`src/rtl/ps2_digit_entry.sv`:
```
// ps2_digit_entry: PS/2 set-2 receiver with break-code decimal entry, editing and valid/ack hand-off.
module ps2_digit_entry #(
  parameter int NUM_DIGITS  = 3,
  parameter int TIMEOUT_CYC = 50000,
  parameter int CNT_W       = 4
) (
  input  logic                    CLK,
  input  logic                    reset,
  input  logic                    PS2_CLK,
  input  logic                    PS2_DATA,
  input  logic                    iAck,
  output logic [4*NUM_DIGITS-1:0] oDigits,
  output logic [CNT_W-1:0]        oCount,
  output logic                    oNumValid,
  output logic [7:0]              oLastCode,
  output logic                    oFrameErr,
  output logic                    oOverflow
);
  localparam int DW = 4*NUM_DIGITS;
  localparam int WW = $clog2(TIMEOUT_CYC+1);
  typedef enum logic {IDLE, SHIFT} rx_t;
  typedef enum logic {ENTRY, DONE} en_t;
  logic [2:0] ck_q, ck_d;
  logic [1:0] dt_q, dt_d;
  rx_t rx_q, rx_d;
  logic [3:0] bit_q, bit_d;
  logic [9:0] sh_q, sh_d;
  logic [WW-1:0] wd_q, wd_d;
  logic acc_q, acc_d, fe_q, fe_d, brk_q, brk_d, ext_q, ext_d, ov_q, ov_d;
  logic [7:0] byte_q, byte_d, lc_q, lc_d;
  en_t en_q, en_d;
  logic [DW-1:0] dig_q, dig_d;
  logic [CNT_W-1:0] cnt_q, cnt_d;
  logic fall, din, ok, key, act, dv;
  logic [3:0] dval;
  logic [10:0] frame;
  always_comb begin
    dv = 1'b1;
    dval = 4'd0;
    case (byte_q)
      8'h45: dval = 4'd0;
      8'h16: dval = 4'd1;
      8'h1E: dval = 4'd2;
      8'h26: dval = 4'd3;
      8'h25: dval = 4'd4;
      8'h2E: dval = 4'd5;
      8'h36: dval = 4'd6;
      8'h3D: dval = 4'd7;
      8'h3E: dval = 4'd8;
      8'h46: dval = 4'd9;
      default: dv = 1'b0;
    endcase
  end
  always_comb begin
    ck_d = {ck_q[1:0], PS2_CLK};
    dt_d = {dt_q[0], PS2_DATA};
    fall = ck_q[2] & ~ck_q[1];
    din = dt_q[1];
    frame = {din, sh_q};
    ok = !frame[0] && frame[10] && ^frame[9:1];
    rx_d = rx_q;
    bit_d = bit_q;
    sh_d = sh_q;
    acc_d = 1'b0;
    fe_d = 1'b0;
    byte_d = byte_q;
    wd_d = fall ? '0 : (wd_q == WW'(TIMEOUT_CYC) ? wd_q : wd_q + 1'b1);
    if (fall) begin
      sh_d = {din, sh_q[9:1]};
      if (rx_q == IDLE) begin
        if (!din) begin
          rx_d = SHIFT;
          bit_d = 4'd1;
        end
      end else if (bit_q == 4'd10) begin
        rx_d = IDLE;
        acc_d = ok;
        fe_d = !ok;
        byte_d = frame[8:1];
      end else bit_d = bit_q + 1'b1;
    end else if (rx_q == SHIFT && wd_q == WW'(TIMEOUT_CYC)) rx_d = IDLE;
    // prefix bytes only arm flags; any other byte is a key code that consumes them
    key = acc_q && byte_q != 8'hF0 && byte_q != 8'hE0;
    act = key && brk_q && (!ext_q || byte_q == 8'h5A);
    brk_d = key ? 1'b0 : brk_q | (acc_q && byte_q == 8'hF0);
    ext_d = key ? 1'b0 : ext_q | (acc_q && byte_q == 8'hE0);
    lc_d = acc_q ? byte_q : lc_q;
    en_d = en_q;
    dig_d = dig_q;
    cnt_d = cnt_q;
    ov_d = 1'b0;
    if (en_q == DONE && iAck) begin
      en_d = ENTRY;
      dig_d = '0;
      cnt_d = '0;
    end else if (act && en_q == ENTRY) begin
      if (dv) begin
        if (cnt_q == CNT_W'(NUM_DIGITS)) ov_d = 1'b1;
        else begin
          dig_d = (dig_q << 4) | DW'(dval);
          cnt_d = cnt_q + 1'b1;
        end
      end else if (byte_q == 8'h66 && cnt_q != '0) begin
        dig_d = dig_q >> 4;
        cnt_d = cnt_q - 1'b1;
      end else if (byte_q == 8'h76) begin
        dig_d = '0;
        cnt_d = '0;
      end else if (byte_q == 8'h5A && cnt_q != '0) en_d = DONE;
    end
  end
  always_ff @(posedge CLK) begin
    if (!reset) begin
      ck_q <= '0;
      dt_q <= '0;
      rx_q <= IDLE;
      bit_q <= '0;
      sh_q <= '0;
      wd_q <= '0;
      acc_q <= 1'b0;
      fe_q <= 1'b0;
      byte_q <= '0;
      brk_q <= 1'b0;
      ext_q <= 1'b0;
      lc_q <= '0;
      en_q <= ENTRY;
      dig_q <= '0;
      cnt_q <= '0;
      ov_q <= 1'b0;
    end else begin
      ck_q <= ck_d;
      dt_q <= dt_d;
      rx_q <= rx_d;
      bit_q <= bit_d;
      sh_q <= sh_d;
      wd_q <= wd_d;
      acc_q <= acc_d;
      fe_q <= fe_d;
      byte_q <= byte_d;
      brk_q <= brk_d;
      ext_q <= ext_d;
      lc_q <= lc_d;
      en_q <= en_d;
      dig_q <= dig_d;
      cnt_q <= cnt_d;
      ov_q <= ov_d;
    end
  end
  assign oDigits = dig_q;
  assign oCount = cnt_q;
  assign oNumValid = en_q == DONE;
  assign oLastCode = lc_q;
  assign oFrameErr = fe_q;
  assign oOverflow = ov_q;
endmodule

```
`config.mk`:
```
export PLATFORM = sky130hd
export DESIGN_NAME = ps2_digit_entry
export DESIGN_NICKNAME = d
export VERILOG_FILES = /design/src/rtl/ps2_digit_entry.sv
export SDC_FILE = /design/constraint.sdc
export NUM_CORES = 1
export LEC_CHECK = 0
export BUFFER_PORTS_ARGS = -buffer_cell sky130_fd_sc_hd__clkbuf_2
export CELL_PAD_IN_SITES_DETAIL_PLACEMENT = 0
export CELL_PAD_IN_SITES_GLOBAL_PLACEMENT = 1
export CORE_ASPECT_RATIO = 0.9
export CORE_MARGIN = 4
export CORE_UTILIZATION = 30
export CTS_BUF_LIST = sky130_fd_sc_hd__clkbuf_2
export DETAILED_ROUTE_END_ITERATION = 6
export GPL_TIMING_DRIVEN = 1
export PLACE_DENSITY_LB_ADDON = 0.2
export SYNTH_ARGS = -nofsm -noshare
export SYNTH_HDL_FRONTEND = slang
export SYNTH_SLANG_ARGS = --single-unit
```
`constraint.sdc`:
```
create_clock -name CLK -period 2.53 [get_ports CLK]
set_clock_uncertainty 0.05 [all_clocks]
set_input_delay 0.1265 -clock CLK [delete_from_list [all_inputs] [get_ports CLK]]
set_output_delay 0.1265 -clock CLK [all_outputs]
set_load 0.02 [all_outputs]
```
# ---- After elaboration in Yosys (flattened, before gate mapping)
# Index checks and enable logic that the tools add are counted.
# Widths: inputs -> output; s select.
dict set report totals {
  output_inout_bits 27
  word_cells 104
  input_bits 5
  register_bits 74
}
dict set report classes {
  n_reduce_logical 31
  n_eq_ne 23
  add_sub_neg 4
  bitwise 11
  muxes 19
}
# operator count
set op_table {}
lappend op_table {{$eq 8x6->1 const B} 6}
lappend op_table {{$mux 12} 4}
lappend op_table {{$eq 8x7->1 const B} 5}
lappend op_table {{$pmux 4 s9} 1}
lappend op_table {{$mux 4} 7}
lappend op_table {{$add 16x1->16 const B} 1}
lappend op_table {{$eq 16x16->1 const B} 1}
lappend op_table {{$eq 8x5->1 const B} 2}
lappend op_table {{$eq 8x8->1 const B} 2}
lappend op_table {{$ne 8x8->1 const B} 2}
lappend op_table {{$logic_and 1x1->1} 13}
lappend op_table {{$or 12x4->12} 1}
lappend op_table {{$reduce_or 10->1} 1}
lappend op_table {{$reduce_and 3->1} 3}
lappend op_table {{$reduce_xor 9->1} 1}
lappend op_table {{$add 4x1->4 const B} 2}
lappend op_table {{$mux 1} 7}
lappend op_table {{$not 1->1} 7}
lappend op_table {{$reduce_or 2->1} 3}
lappend op_table {{$reduce_and 5->1} 1}
lappend op_table {{$eq 4x2->1 const B} 1}
lappend op_table {{$eq 4x4->1 const B} 1}
lappend op_table {{$ne 2x2->1 const B} 2}
lappend op_table {{$reduce_and 4->1} 1}
lappend op_table {{10 further kinds} 13}

# ---- Logic depth before layout (Yosys ltp)
dict set report depth {
  depth_word 8
  ltp_mapped 8
  depth_no_buf 8
}

# ---- Worst setup path before layout
# OpenSTA, ideal clock, no wires.
dict set report synth_path {
  path_kind {flip-flop to flip-flop}
  start {register byte_q[3]}
  end {register cnt_q[3] (netlist: oCount[3])}
  t_arrival_ns 1.800
  path_buffers 2
  synth_period_minus_slack_ns 1.977
  required_time_ns 2.353
  setup_time_ns 0.127
  stages_incl_launch_ff 9
  path_slack_ns 0.553
  path_cell_list {dfxtp_1 -> buf_4 -> xnor2_1 -> mux2i_1 -> nand2_1 -> a211o_4 -> buf_4 -> a22oi_2 -> o32ai_2}
}
dict set report synth_via {
  elab_chain_cells 7
  elab_cells_between_ends 29
  cone_classes {eq/ne (16); mux (3); reduce/logical (10)}
}
# item line_no
set synth_lines {}
lappend synth_lines {{start: declaration} 30} ;# logic [7:0] byte_q, byte_d, lc_q, lc_d;
lappend synth_lines {{start signal: assignment} 139} ;# byte_q <= byte_d;
lappend synth_lines {{parallel branches: the longest is 7 deep, another holds $reduce_or 10->1} n/a}
lappend synth_lines {{end signal: assignment} 145} ;# cnt_q <= cnt_d;
lappend synth_lines {{end: declaration} 33} ;# logic [CNT_W-1:0] cnt_q, cnt_d;
# Several ways; the timed one is not identified.
# A chain may end at the register's enable or synchronous reset.

# ---- Final worst setup path
dict set report layout_path {
  start {register byte_q[5]}
  end {register cnt_q[2] (netlist: oCount[2])}
}
# The elaborated chain is that of the path after synthesis.

==> impl_metrics.json <==
{
  "status": "finished clean",
  "crit_end": "oCount[2]$_SDFFE_PP0P_",
  "path_class": "reg -> reg",
  "rsz0062_at_grt": "false",
  "p_per_area_nw_per_um2": 486.0,
  "utilization": 0.3509,
  "grt_max_degree": 24,
  "start_util": 0.3088,
  "critPathRequiredTime_ns": 2.89,
  "worst_pin_slew_ns": 0.5892,
  "synth_edf_count": 0,
  "r2r-end": "oCount[2]$_SDFFE_PP0P_",
  "whs_ns": 0.06061,
  "syn_area_per_cell_sq_um": 9.174,
  "fp.dieW_um": 122.8,
  "drt-initial-drc-count": 131,
  "h-tree-depth": 3,
  "grt_pass1_wl_um": 13700,
  "synth.ff_latch_count": 74,
  "synthTopCellsByArea": "dfxtp_1 (42%), mux2i_1 (4.8%), nand2_1 (4.0%), nor2b_1 (3.7%), xnor2_1 (3.4%)",
  "r2r_start": "byte_q[5]$_SDFFE_PN0P_",
  "multiInputGateArea_sq_um": 1937,
  "cap_violations": 0,
  "clk_latency_ns": 0.50,
  "grt_pass1_vias": 2761,
  "synth_area_sq_um": 3560,
  "final_nets": 436,
  "port_buffers": 31,
  "clockBufferDepth": 2,
  "ant_nets": 0,
  "synth_most_common_cell": "dfxtp_1",
  "vias_per_cell": 4.737,
  "clockRootBuffer": "clkbuf_2",
  "drive_above_1_share": 0.1585,
  "cp_max_fo": 16,
  "yosysSeqAreaShare": 0.4162,
  "numCtsBuffers": 9,
  "clkSinkCount": 74,
  "async_flop_share": 0,
  "cts_tree": "built",
  "slew_violations": 0,
  "period_minus_slack_ns": 2.316,
  "route.vias.total": 2771,
  "rows": 37,
  "maxSlewHeadroom": 0.6072,
  "antennaDiodeCount": 0,
  "syn_nets": 400,
  "rrSetupSlack_ns": 0.21,
  "setup_viol": 0,
  "start_kind": "register",
  "fmax_mhz": 431.7,
  "reg2reg_depth": 6,
  "syn_to_final_growth_pct": 13.64,
  "crit_start": "byte_q[5]$_SDFFE_PN0P_",
  "fin_setup_tns_ns": 0,
  "wl_um": 8059,
  "path_clk_slew_ns": 0.21,
  "place_congestion": 0.7954,
  "core_area_sq_um": 11530,
  "routedWlPerCell_um": 13.78,
  "dpl.hpwl_um": 5662,
  "hp-class": "in -> reg",
  "ys_top_cells_by_count": "dfxtp_1 (74), nand2_1 (38), nor2_1 (24)",
  "grt-ovfl-total": 0,
  "synth.distinct_cells": 64,
  "final.period_utilization": 0.9155,
  "seqCellArea_sq_um": 1483,
  "first_pass_iters": 4,
  "ys.flop_type": "dfxtp_1",
  "cts_setup_buffers": 0,
  "yosysWarnings": 0,
  "grtUsageTotal": 0.1250,
  "yosys.area.top_type": "dfxtp_1",
  "hold_viol_final": 0,
  "die_y_um": 111.3,
  "n_fill_cell": 1209,
  "die_area_sq_um": 13670,
  "worst_ep_arrival_time_ns": 2.67,
  "drc_errors": 0,
  "leakage_nw": 1.408,
  "synth_top_cell_area_share": 0.4162,
  "synthCells": 388,
  "ir_drop_mv": 0.2864,
  "end_kind": "register",
  "antenna_found_initial": 0,
  "pin_count": 32
}
-- repair_timing --
action,CTS,global route
setup endpoints to repair,0,2
gates resized for setup,0,1
hold buffers,3,0
endpoints found under the hold margin,13,0
-- how the worst min path moves through the flow --
| stage | from | endpoint | cells after the start |
|---|---|---|---|
| 5_1_grt | iAck | oDigits[0]$_SDFFE_PP0P_ | 5 |
| 3_5_place_dp | PS2_CLK | ck_q[0]$_SDFF_PN0_ | 2 |
| 2_1_floorplan | PS2_CLK | ck_q[0]$_SDFF_PN0_ | 1 |
| 4_1_cts | iAck | oDigits[6]$_SDFFE_PP0P_ | 5 |
| 6_report | iAck | oDigits[6]$_SDFFE_PP0P_ | 5 |
| 3_3_place_gp | PS2_DATA | dt_q[0]$_SDFF_PN0_ | 2 |
-- placed cells by master (no fill, tap or decap), types with 7 or more instances in the layout --
master,instances
mux2i_1,17
ha_1,7
clkbuf_2,40
buf_4,9
xnor2_1,14
nor2b_1,21
inv_1,13
a21boi_0,13
dfxtp_1,73
a21oi_1,19
xor2_1,12
nand2b_1,7
nor2_1,24
nand2_1,38
and2_1,15
nand3_1,17
-- cell families after synthesis --
logic type / share of synthesized area
multiplexers: 0.04780
adder cells (fa/ha/maj): 0.02460
XOR/XNOR: 0.06397
buffers and inverters: 0.03972
AND/OR/NAND/NOR: 0.2429
flip-flops: 0.4162
AO/OA/AOI/OAI: 0.1649
-- per-layer routing --
metal  routed length, um  global-route usage
met1                4083              0.1688
met2                3564              0.1945
met3                 283             0.03403
met4                 128             0.03731
met5                   0                   0
-- report_power, final --
part / internal [mW] / leakage (nW) / switching [mW]
combinational: 0.0241 / 0.735 / 0.0336
clock: 0.316 / 0.0744 / 0.408
sequential: 1.18 / 0.598 / 0.00819
-- state kept, by name, indices dropped and copies added (netlist names), 3 cells and up --
signal,cells
ck_q,3
wd_q,16
oLastCode,8
sh_q,10
byte_q,8
bit_q,4
oCount,4
oDigits,12
-- worst max-delay path, cell delays in order (launching register included) --
cell and delay (ns):
dfxtp_1 0.59, nor2b_1 0.32, and4bb_1 0.28, a21oi_4 0.23, a211o_4 0.28, o2bb2a_1 0.24
o221a_1 0.24
-- layout make-up --
class,count,area share
Clock buffer,9,0.01114
Inverter,13,0.01206
Multi-Input combinational cell,283,0.4788
Timing Repair Buffer,43,0.06248
Tap cell,156,0.04825
Sequential cell,74,0.3665
Clock inverter,7,0.02072
-- per-stage QoR --
stage	worst slack (ns)	instances	power [mW]	cell area (sq um)
2_1_floorplan	0.5533	388	1.246	3560
3_3_place_gp	0.2737	566	1.264	3885
3_5_place_dp	0.2105	566	1.264	3885
4_1_cts	0.1436	585	2.008	4044
5_1_grt	0.03024	585	2.067	4045
6_report	0.2138	585	1.966	4045
No activity file was read; power rests on OpenSTA's default activity.
